`src/rtl/stage_if_pkg.sv`:
```
// Shared types and constants for the RV32I instruction-fetch stage and its cache.
package stage_if_pkg;

    localparam int ADDR_W  = 32;
    localparam int INST_W  = 32;
    localparam int BYTE_W  = 8;
    localparam int STALL_W = 6;

    // Stall vector bit positions
    localparam int STALL_IF = 1;
    localparam int STALL_ID = 2;

    localparam logic [INST_W-1:0] NOP_INST = 32'h0;

    typedef logic [ADDR_W-1:0] mem_addr_t;
    typedef logic [INST_W-1:0] inst_t;
    typedef logic [BYTE_W-1:0] byte_t;

    typedef enum logic [1:0] {
        IF_CHECK = 2'd0,
        IF_FETCH = 2'd1,
        IF_READY = 2'd2
    } if_state_e;

    function automatic mem_addr_t align_word(input mem_addr_t a);
        return {a[ADDR_W-1:2], 2'b00};
    endfunction

endpackage

```
`src/rtl/stage_if_icache.sv`:
```
// Direct-mapped instruction cache: combinational lookup, synchronous fill.
// Zero-latency hit; write takes effect next cycle; valid bits cleared on reset.
module icache_dm
    import stage_if_pkg::*;
#(
    parameter int IDX_W = 4
) (
    input  logic          clk,
    input  logic          reset,
    input  logic [29:0]   rd_word,
    output logic          hit,
    output inst_t         rd_data,
    input  logic          we,
    input  logic [29:0]   wr_word,
    input  inst_t         wr_data
);

    localparam int ENTRIES = 1 << IDX_W;
    localparam int TAG_W   = 30 - IDX_W;

    logic              valid_q [ENTRIES];
    logic              valid_d [ENTRIES];
    logic [TAG_W-1:0]  tag_q   [ENTRIES];
    logic [TAG_W-1:0]  tag_d   [ENTRIES];
    inst_t             data_q  [ENTRIES];
    inst_t             data_d  [ENTRIES];

    logic [IDX_W-1:0]  rd_idx;
    logic [TAG_W-1:0]  rd_tag;
    logic [IDX_W-1:0]  wr_idx;
    logic [TAG_W-1:0]  wr_tag;

    assign rd_idx = rd_word[IDX_W-1:0];
    assign rd_tag = rd_word[29:IDX_W];
    assign wr_idx = wr_word[IDX_W-1:0];
    assign wr_tag = wr_word[29:IDX_W];

    always_comb begin
        hit     = valid_q[rd_idx] && (tag_q[rd_idx] == rd_tag);
        rd_data = data_q[rd_idx];
    end

    always_comb begin
        valid_d = valid_q;
        tag_d   = tag_q;
        data_d  = data_q;
        if (we) begin
            valid_d[wr_idx] = 1'b1;
            tag_d[wr_idx]   = wr_tag;
            data_d[wr_idx]  = wr_data;
        end
    end

    // Tag and data need no reset: a clear valid bit masks them.
    always_ff @(posedge clk) begin
        if (reset) begin
            for (int i = 0; i < ENTRIES; i++) begin
                valid_q[i] <= 1'b0;
            end
        end else begin
            valid_q <= valid_d;
        end
        tag_q  <= tag_d;
        data_q <= data_d;
    end

endmodule

```
`src/rtl/stage_if.sv`:
```
// Instruction fetch: cache hit presents in the same cycle; a miss assembles 4 bytes, READY 6 cycles later.
// stall[1] holds a presented instruction; decode redirect squashes and restarts; fills ignore stalls.
module stage_if
    import stage_if_pkg::*;
#(
    parameter int        ICACHE_IDX_W = 4,
    parameter mem_addr_t RESET_PC     = 32'h0
) (
    input  logic               clk,
    input  logic               reset,
    input  logic [STALL_W-1:0] stall,
    output logic               stall_if,
    input  logic               br,
    input  mem_addr_t          br_addr,
    output mem_addr_t          pc,
    output inst_t              inst,
    output logic               mem_req,
    output mem_addr_t          mem_addr,
    input  logic               mem_grant,
    input  byte_t              mem_rdata
);

    if_state_e  state_q, state_d;
    mem_addr_t  pc_reg_q, pc_reg_d;
    logic [2:0] ic_q, ic_d;
    logic [2:0] rc_q, rc_d;
    inst_t      word_q, word_d;
    logic       pend_q, pend_d;
    logic       drop_q, drop_d;

    logic       redirect;
    logic       accept;
    logic       req;
    logic       byte_vld;
    logic       fetch_done;
    logic       cache_hit;
    inst_t      cache_data;
    logic       cache_we;
    logic       stall_unused;

    assign stall_unused = ^{stall[STALL_W-1:3], stall[0], br_addr[1:0]};

    assign redirect   = br && !stall[STALL_ID];
    assign accept     = !stall[STALL_IF];
    assign req        = (state_q == IF_FETCH) && !ic_q[2];
    // A byte is only ours if it was granted last cycle and not orphaned by a redirect.
    assign byte_vld   = (state_q == IF_FETCH) && pend_q && !drop_q;
    assign fetch_done = byte_vld && (rc_q == 3'd3);
    assign cache_we   = fetch_done && !redirect;

    icache_dm #(
        .IDX_W (ICACHE_IDX_W)
    ) u_icache (
        .clk     (clk),
        .reset   (reset),
        .rd_word (pc_reg_q[31:2]),
        .hit     (cache_hit),
        .rd_data (cache_data),
        .we      (cache_we),
        .wr_word (pc_reg_q[31:2]),
        .wr_data (word_d)
    );

    always_ff @(posedge clk) begin
        if (reset) begin
            state_q <= IF_CHECK;
        end else begin
            state_q <= state_d;
        end
    end

    always_comb begin
        state_d = state_q;
        if (redirect) begin
            state_d = IF_CHECK;
        end else begin
            case (state_q)
                IF_CHECK: if (!cache_hit) state_d = IF_FETCH;
                IF_FETCH: if (fetch_done) state_d = IF_READY;
                IF_READY: if (accept)     state_d = IF_CHECK;
                default:                  state_d = IF_CHECK;
            endcase
        end
    end

    always_comb begin
        pc_reg_d = pc_reg_q;
        ic_d     = ic_q;
        rc_d     = rc_q;
        word_d   = word_q;
        pend_d   = req && mem_grant && !redirect;
        drop_d   = req && mem_grant && redirect;
        if (redirect) begin
            pc_reg_d = align_word(br_addr);
            ic_d     = 3'd0;
            rc_d     = 3'd0;
            word_d   = NOP_INST;
        end else begin
            case (state_q)
                IF_CHECK: begin
                    ic_d   = 3'd0;
                    rc_d   = 3'd0;
                    word_d = NOP_INST;
                    if (cache_hit && accept) pc_reg_d = pc_reg_q + 32'd4;
                end
                IF_FETCH: begin
                    if (req && mem_grant) ic_d = ic_q + 3'd1;
                    if (byte_vld) begin
                        word_d[{rc_q[1:0], 3'b000} +: BYTE_W] = mem_rdata;
                        rc_d = rc_q + 3'd1;
                    end
                end
                IF_READY: begin
                    if (accept) begin
                        pc_reg_d = pc_reg_q + 32'd4;
                        ic_d     = 3'd0;
                        rc_d     = 3'd0;
                    end
                end
                default: begin
                    ic_d = 3'd0;
                    rc_d = 3'd0;
                end
            endcase
        end
    end

    always_ff @(posedge clk) begin
        if (reset) begin
            pc_reg_q <= RESET_PC;
            ic_q     <= 3'd0;
            rc_q     <= 3'd0;
            word_q   <= NOP_INST;
            pend_q   <= 1'b0;
            drop_q   <= 1'b0;
        end else begin
            pc_reg_q <= pc_reg_d;
            ic_q     <= ic_d;
            rc_q     <= rc_d;
            word_q   <= word_d;
            pend_q   <= pend_d;
            drop_q   <= drop_d;
        end
    end

    always_comb begin
        pc       = '0;
        inst     = NOP_INST;
        stall_if = 1'b0;
        mem_req  = 1'b0;
        mem_addr = '0;
        if (!reset) begin
            pc       = pc_reg_q;
            mem_req  = req;
            mem_addr = pc_reg_q + {29'b0, ic_q};
            case (state_q)
                IF_CHECK: begin
                    stall_if = !cache_hit;
                    inst     = cache_hit ? cache_data : NOP_INST;
                end
                IF_FETCH: stall_if = 1'b1;
                IF_READY: inst = word_q;
                default:  stall_if = 1'b1;
            endcase
            // Decode is taking a branch: hand it a bubble this cycle.
            if (redirect) inst = NOP_INST;
        end
    end

endmodule

```
`config.mk`:
```
export PLATFORM = sky130hd
export DESIGN_NAME = stage_if
export DESIGN_NICKNAME = d
export VERILOG_FILES = /design/src/rtl/stage_if_pkg.sv /design/src/rtl/stage_if_icache.sv /design/src/rtl/stage_if.sv
export SDC_FILE = /design/constraint.sdc
export NUM_CORES = 1
export LEC_CHECK = 0
export ABC_CLOCK_PERIOD_IN_PS = 14800
export CORE_UTILIZATION = 45
export CTS_BUF_LIST = sky130_fd_sc_hd__clkbuf_4
export DETAILED_ROUTE_END_ITERATION = 12
export MAX_ROUTING_LAYER = met4
export PLACE_DENSITY = 0.67
export REMOVE_ABC_BUFFERS = 1
export SYNTH_ARGS = -nofsm -noshare
export SYNTH_HDL_FRONTEND = slang
export SYNTH_SLANG_ARGS = --single-unit
```
`constraint.sdc`:
```
create_clock -name clk -period 14.8 [get_ports clk]
set_input_delay 2.96 -clock clk [delete_from_list [all_inputs] [get_ports clk]]
set_output_delay 2.96 -clock clk [all_outputs]
set_load 0.01 [all_outputs]
```
==> metrics.md, run 1 <==
| Metric | Value |
|---|---|
| Outcome | complete, no violations |
| Ranking of synthesized cells by area | edfxtp_1 67%, mux4_2 13%, dfxtp_1 4.2% |
| Wire per inst | 27.1 um |
| R2r endpoint | pc_reg_q[17] |
| Antenna viol nets, final | 0 |
| Synth warn | 0 |
| CTS Buf Count | 275 |
| VDD IR max | 86.3 uV |
| Avg Inst Size Synth | 17.9 um^2 |
| Multi-input gate area | 11300 um^2 |
| Placed Instance Area | 44400 um^2 |
| Clock Skew | 78.0 ps |
| Hold WS | 468 ps |
| Power Dens Cells | 121 nW/um^2 |
| Post-route setup TNS | 0 ps |
| Asr flop ratio synth | 0 |
| R2R setup slack | 9150 ps |
| Placer Congestion | 0.869 |
| CP Launch Type | register |
| Crit end category | primary output |
| Initial drt markers | 2535 |
| Crit path top cell by count | buf_4 |
| Dominant cell type by area after synthesis | edfxtp_1 |
| Via density per instance | 5.97 |
| Post-Syn Instances | 2328 |
| Final HPWL DP | 59400 um |
| Pleak | 15.0 nW |
| Crit path required time | 11840 ps |
| Critical Path Fanout Max | 50 |
| Max cap viols | 0 |
| GRT Max-Usage Layer | met2 |
| Fmax | 99.3 MHz |
| Worst reg2reg path startpoint | pc_reg_q[3] |
| Crit-path leading delay family | buffers and inverters |
| CP max stage cell | dfxtp_4 |
| Worst setup margin | 4730 ps |
| GR Layer Usage met2 | 0.375 |
| Initial Utilization | 0.454 |
| Hold Path Class | reg2reg |
| Crit path time final | 10070 ps |
| Ys flop type | edfxtp_1 |
| CP Buf/Inv Count | 3 |
| Routed vias | 24100 |
| Die Area | 93700 um^2 |
| Dpl ws | 5890 ps |
| Share of layout cells above drive strength 1 | 0.277 |
| Register Area | 29600 um^2 |
| Layout Cell Area excl Fill | 47800 um^2 |
| H-tree depth | 5 |
| Crit path arrival time | 7110 ps |
| Worst-path clk slew | 70 ps |
| Number of synthesized flops with an enable pin | 928 |
| Hold-fix buffers, CTS | 0 |
| Clock Sinks | 1016 |
| Critical path class | reg2out |
| Setup Fix Bufs, Post-CTS | 0 |
| IO Pins | 148 |
| Layout Area Growth over Synthesis | 14.9% |
| Post-synthesis cell area | 41600 um^2 |
| Post-CTS sizing | 0 |
| FF-to-FF path depth | 11 |
| Die height | 306 um |
| Fillers | 7402 |
| Final Hold Fails | 0 |
| Clock Latency Late Sink | 1090 ps |
| CP endpoint | inst[0] |
| Largest stage delay, worst path | 810 ps |
| Global route overflow | 0 |
| Die Wd | 306 um |
| WP depth | 12 |
| Worst path cell trace | buf_4 > mux4_1 > mux4_2 > xor2_1 > nor4_1 > o2111ai_1 > nand4b_4 > buf_4 > nor3b_1 > a21oi_1 > nor2_1 > clkdlybuf4s50_1 |
| Core area | 91700 um^2 |
| Root buf cell | clkbuf_4 |
| RSZ-0062 raised after global routing | no |
| Yosys reg bits | 1016 |
| Slew Limit Fails | 0 |
| Final Cycle Share | 0.680 |
| CTS max path bufs | 4 |
| Slew headroom | 0.224 |
| Slew @ Worst Pin | 1160 ps |
| Final Power | 5.79 mW |
| Vias in the first global route | 25000 |
| Global-route wire length before repair | 161000 um |
| Row cnt | 111 |
| CP Launch Point | pc_reg_q[3] |
| Commonest cells in the netlist | 928 x edfxtp_1, 240 x mux4_2, 233 x nor2_1 |
| Met3 Usage GRT | 0.0518 |
| Yosys cell types | 73 |
| Sequential cell area fraction in the yosys report | 0.712 |
| Gr usage total | 0.243 |
| Final net count | 2717 |
| Largest net degree at the start of global routing | 163 |
| Synth top area share | 0.670 |
| Drt first pass iters | 6 |
| Top-count cell post-synth | edfxtp_1 |
| Initial antenna violation count | 4 |
| Setup Viol. Count Final | 0 |
| Residual DRC | 0 |
| Met1 usage | 0.320 |
| Port Buf Inserts | 139 |
| Overall routed net length | 109000 um |
| CTS tree | done |
==> power by group <==
group	switching [mW]	internal, mW
combinational	0.149	0.0979
clock	1.10	1.31
sequential	0.0218	3.11
==> placed cells by master (no fill, tap or decap), drive strengths merged, types with 8 or more instances in the layout <==
cell,instances
mux4,242
or3,12
nand4,15
inv,21
nand2,68
mux2i,82
o22ai,11
clkbuf,402
clkinv,56
nor2,233
and3,9
xor2,21
nor2b,32
nor3,24
mux2,10
clkdlybuf4s50,138
a211oi,24
a22oi,42
nand2b,9
a2111oi,8
buf,68
xnor2,39
dfxtp,88
a21oi,63
a311oi,10
nor3b,35
nand3,27
edfxtp,928
ha,14
o21ai,22
==> worst min-delay path: cells and delay by family (launching register included) <==
family           cells  cell delay [ps]
DFF                  1              320
and+or+nand+nor      2              120
==> area by class of cell <==
type                            instances  area share
Clock inverter                         63     0.00736
Inverter                               18     0.00144
Tap cell                             1186      0.0311
Antenna cell                            5    0.000262
Multi-Input combinational cell       1136       0.236
Clock buffer                          402      0.0632
Timing Repair Buffer                  206      0.0401
Sequential cell                      1016       0.620
==> worst min-delay path by stage <==
stage,from,cells past startpoint,end
after floorplan,u_icache.valid_q[12],2,u_icache.valid_q[12]
after global placement,u_icache.valid_q[12],2,u_icache.valid_q[12]
after detailed placement,u_icache.valid_q[8],2,u_icache.valid_q[8]
after CTS,u_icache.valid_q[8],2,u_icache.valid_q[8]
after global routing,u_icache.valid_q[11],2,u_icache.valid_q[11]
final,u_icache.valid_q[8],2,u_icache.valid_q[8]
==> kinds of logic after synthesis <==
kind of cell | Yosys count | share of synthesized area
buf+inv | 177 | 0.0195
mux | 334 | 0.154
simple gates | 492 | 0.0565
flops | 1016 | 0.712
other cells | 1 | 0.0000901
fa+ha+maj | 14 | 0.00421
xor+xnor | 60 | 0.0126
compound gates | 234 | 0.0412
==> sequential cells by signal, indices dropped and copies added, names as in the netlist <==
| name | count |
|---|---|
| u_icache.valid_q | 16 |
| state_q | 2 |
| pend_q | 1 |
| rc_q | 3 |
| pc_reg_q | 30 |
| u_icache.tag_q | 416 |
| ic_q | 3 |
| word_q | 32 |
| u_icache.data_q | 512 |
| drop_q | 1 |
==> stage by stage <==
step	util	instances
2_1_floorplan	-	2170
3_3_place_gp	0.484	3562
3_5_place_dp	0.484	3562
4_1_cts	0.521	4027
5_1_grt	0.521	4032
6_report	0.521	4032
==> routing by layer <==
metal / share of wire / vias to the layer above
met5: 0 / -
met1: 0.40 / 12400
met4: 0.026 / 0
li1: - / 10200
met3: 0.091 / 222
met2: 0.48 / 1293
Note: power is estimated with default switching activity, not from simulation.
==> run 2, diff against run 1 <==
--- a/config.mk
+++ b/config.mk
@@ -5,12 +5,12 @@
 export SDC_FILE = /design/constraint.sdc
 export NUM_CORES = 1
 export LEC_CHECK = 0
-export ABC_CLOCK_PERIOD_IN_PS = 14800
+export ABC_CLOCK_PERIOD_IN_PS = 8400
 export CORE_UTILIZATION = 45
 export CTS_BUF_LIST = sky130_fd_sc_hd__clkbuf_4
 export DETAILED_ROUTE_END_ITERATION = 12
 export MAX_ROUTING_LAYER = met4
-export PLACE_DENSITY = 0.67
+export PLACE_DENSITY = 0.69
 export REMOVE_ABC_BUFFERS = 1
 export SYNTH_ARGS = -nofsm -noshare
 export SYNTH_HDL_FRONTEND = slang
==> constraint.sdc (replaced) <==
create_clock -name clk -period 8.4 [get_ports clk]
set_input_delay 1.68 -clock clk [delete_from_list [all_inputs] [get_ports clk]]
set_output_delay 1.68 -clock clk [all_outputs]
set_load 0.01 [all_outputs]
==> run 2 against run 1 <==
  * Sequential power is 76% higher
  * Clock-buffer cell count is 25 lower
  * Via count is 0.78% lower
  * Global-route usage is 0.52 points lower
  * Sequential cell count stayed put
  * Worst setup slack worse by 4400 ps
  * First-iteration DRC count is 9.2% higher
  * Final cell count hardly changed
  * Highest routed layer unchanged
==> metrics.md, run 2 (synthesis gave the netlist of run 1 again) <==
| Metric | Value |
|---|---|
| Crit path arrival time | 6390 ps (-720 ps) |
| Clock Latency Late Sink | 1130 ps (+40 ps) |
| Worst setup margin | 329 ps (-4410 ps) |
| Clock Skew | 75.4 ps (-2.59 ps) |
| Routed vias | 23900 (-0.78%) |
| Initial Utilization | 0.454 (unchanged) |
| VDD IR max | 149 uV (+73%) |
| Most common cell after layout, fill and taps aside | edfxtp_1 |
| Residual DRC | 0 (unchanged) |
| Antenna viol nets, final | 0 (unchanged) |
| Die Area | 93700 um^2 (unchanged) |
| Slew Limit Fails | 0 (unchanged) |
| Setup Viol. Count Final | 0 (unchanged) |
| Die height | 306 um (unchanged) |
| Final Cycle Share | 0.961 |
| Final net count | 2689 (-1.0%) |
| Fmax | 124 MHz |
| Reg with most FFs | u_icache.data_q |
| Slew headroom | 0.184 (-0.0400) |
| Pleak | 14.9 nW (-0.77%) |
| Power Dens Cells | 209 nW/um^2 (+72%) |
| Crit path time final | 8070 ps |
| IO Pins | 148 (unchanged) |
| Final core utilization | 0.520 (-0.00172) |
| Layout Cell Area excl Fill | 47600 um^2 (-0.33%) |
| Global-route wire length before repair | 158000 um (-1.9%) |
| Worst reg2reg path startpoint | pc_reg_q[3] |
| Drt first pass iters | 7 (+1) |
| FF-to-FF path depth | 13 (+2) |
| CP endpoint | stall_if |
| Wire per inst | 26.6 um (-2.0%) |
| Initial antenna violation count | 5 (+1) |
| CP Launch Type | register |
| H-tree depth | 4 (-1) |
| CP Launch Point | pc_reg_q[3] |
| Clock Sinks | 1016 (unchanged) |
| Largest net degree at the start of global routing | 73 (-55%) |
| Critical path class | reg2out |
| Post-CTS sizing | 0 (unchanged) |
| Dpl ws | 1420 ps (-4470 ps) |
| Initial drt markers | 2767 (+9.2%) |
| Most frequent cells in the layout | 928 x edfxtp_1, 377 x clkbuf_4, 240 x mux4_2 |
| Gr usage total | 0.238 (-0.00521) |
| Final Hold Fails | 0 (unchanged) |
| Final Power | 9.94 mW (+72%) |
| Placer Congestion | 0.875 (+0.72%) |
| Share of layout cells above drive strength 1 | 0.270 (-0.00647) |
| Placed Instance Area | 44400 um^2 (+0.10%) |
| Via density per instance | 5.92 (-0.73%) |
| Number of flip-flops in the largest register | 512 (unchanged) |
| Fillers | 7377 (-0.34%) |
| Layout Area Growth over Synthesis | 14.5% |
| CTS Buf Count | 241 (-12%) |
| Setup Fix Bufs, Post-CTS | 0 (unchanged) |
| Outcome | complete, no violations |
| Multi-input gate area | 11300 um^2 (unchanged) |
| Port Buf Inserts | 139 (unchanged) |
| Register Area | 29600 um^2 (unchanged) |
| R2R setup slack | 2760 ps (-6390 ps) |
| Worst-path clk slew | 80 ps (about the same) |
| Hold-fix buffers, CTS | 0 (unchanged) |
| CTS tree | done |
| Global route overflow | 0 (unchanged) |
| Overall routed net length | 107000 um (-2.0%) |
| Row cnt | 111 (unchanged) |
| Slew @ Worst Pin | 1220 ps (+60.0 ps) |
| Root buf cell | clkbuf_4 |
| Crit end category | primary output |
| Post-route setup TNS | 0 ps (unchanged) |
| Max cap viols | 0 (unchanged) |
| Hold Path Class | reg2reg |
| R2r endpoint | pc_reg_q[25] |
| CTS max path bufs | 3 (-1) |
| Biggest regs | u_icache.data_q (512), u_icache.tag_q (416), word_q (32) |
| Die Wd | 306 um (unchanged) |
| Crit path required time | 6720 ps (-5120 ps) |
| Vias in the first global route | 24500 (-1.9%) |
| Critical Path Fanout Max | 42 (-16%) |
| Final HPWL DP | 58900 um (-0.81%) |
| Core area | 91700 um^2 (unchanged) |
[run 2: changes by cell type in the layout (fill, tap and decap cells not counted), sizes merged]
cell,previous run,this run
clkbuf,402,377
clkinv,56,72
buf,68,74
bufinv,4,0
diode,5,9
clkinvlp,0,2
inv,21,20
[run 2: how the worst min path moves through the flow]
stage	from	endpoint	slack, ps	cells past startpoint
6_report	u_icache.valid_q[4]	u_icache.valid_q[4]	480	2
5_1_grt	u_icache.valid_q[4]	u_icache.valid_q[4]	500	2
4_1_cts	u_icache.valid_q[12]	u_icache.valid_q[12]	470	2
3_5_place_dp	u_icache.valid_q[9]	u_icache.valid_q[9]	460	2
3_3_place_gp	u_icache.valid_q[4]	u_icache.valid_q[4]	440	2
2_1_floorplan	u_icache.valid_q[12]	u_icache.valid_q[12]	430	2
[run 2: final cells by class]
type	instances	area share
well taps	1186	0.0312
multi-input cells	1136	0.237
flip-flops and latches	1016	0.622
inverters	18	0.00144
clock buffers	377	0.0594
clock inverters	76	0.00686
diodes	9	0.000473
repair buffers	212	0.0412
[run 2: layer usage]
| metal | global-route usage | wire length [um] | vias to the layer above |
|---|---|---|---|
| met3 | 0.0456 | 9780 | 188 |
| met2 | 0.367 | 51700 | 1278 |
| met1 | 0.318 | 43400 | 12300 |
| met5 | - | 0 | - |
| li1 | - | - | 10100 |
| met4 | 0.0841 | 2370 | 0 |
[run 2: power by group]
| group | internal [mW] | switching (mW) |
|---|---|---|
| clock | 2.04 | 1.95 |
| combinational | 0.174 | 0.255 |
| sequential | 5.47 | 0.0434 |
| total | 7.69 | 2.25 |
[run 2: stage by stage]
step / cells / hold WS, ps
finish: 4030 / 476
floorplan: 2170 / 435
global placement: 3568 / 444
global route: 4028 / 500
detailed placement: 3568 / 459
CTS: 4021 / 474
[run 2: critical path, stage by stage (launching register included)]
cell,delay (ps)
dfxtp_4,890
buf_4,480
buf_4,610
mux4_2,580
nand2_1,80
nand2_1,100
and2_1,170
o211ai_1,200
a211oi_2,130
nand4b_4,100
buf_4,500
buf_4,430
and2_1,240
nor2b_1,160
clkdlybuf4s50_1,550
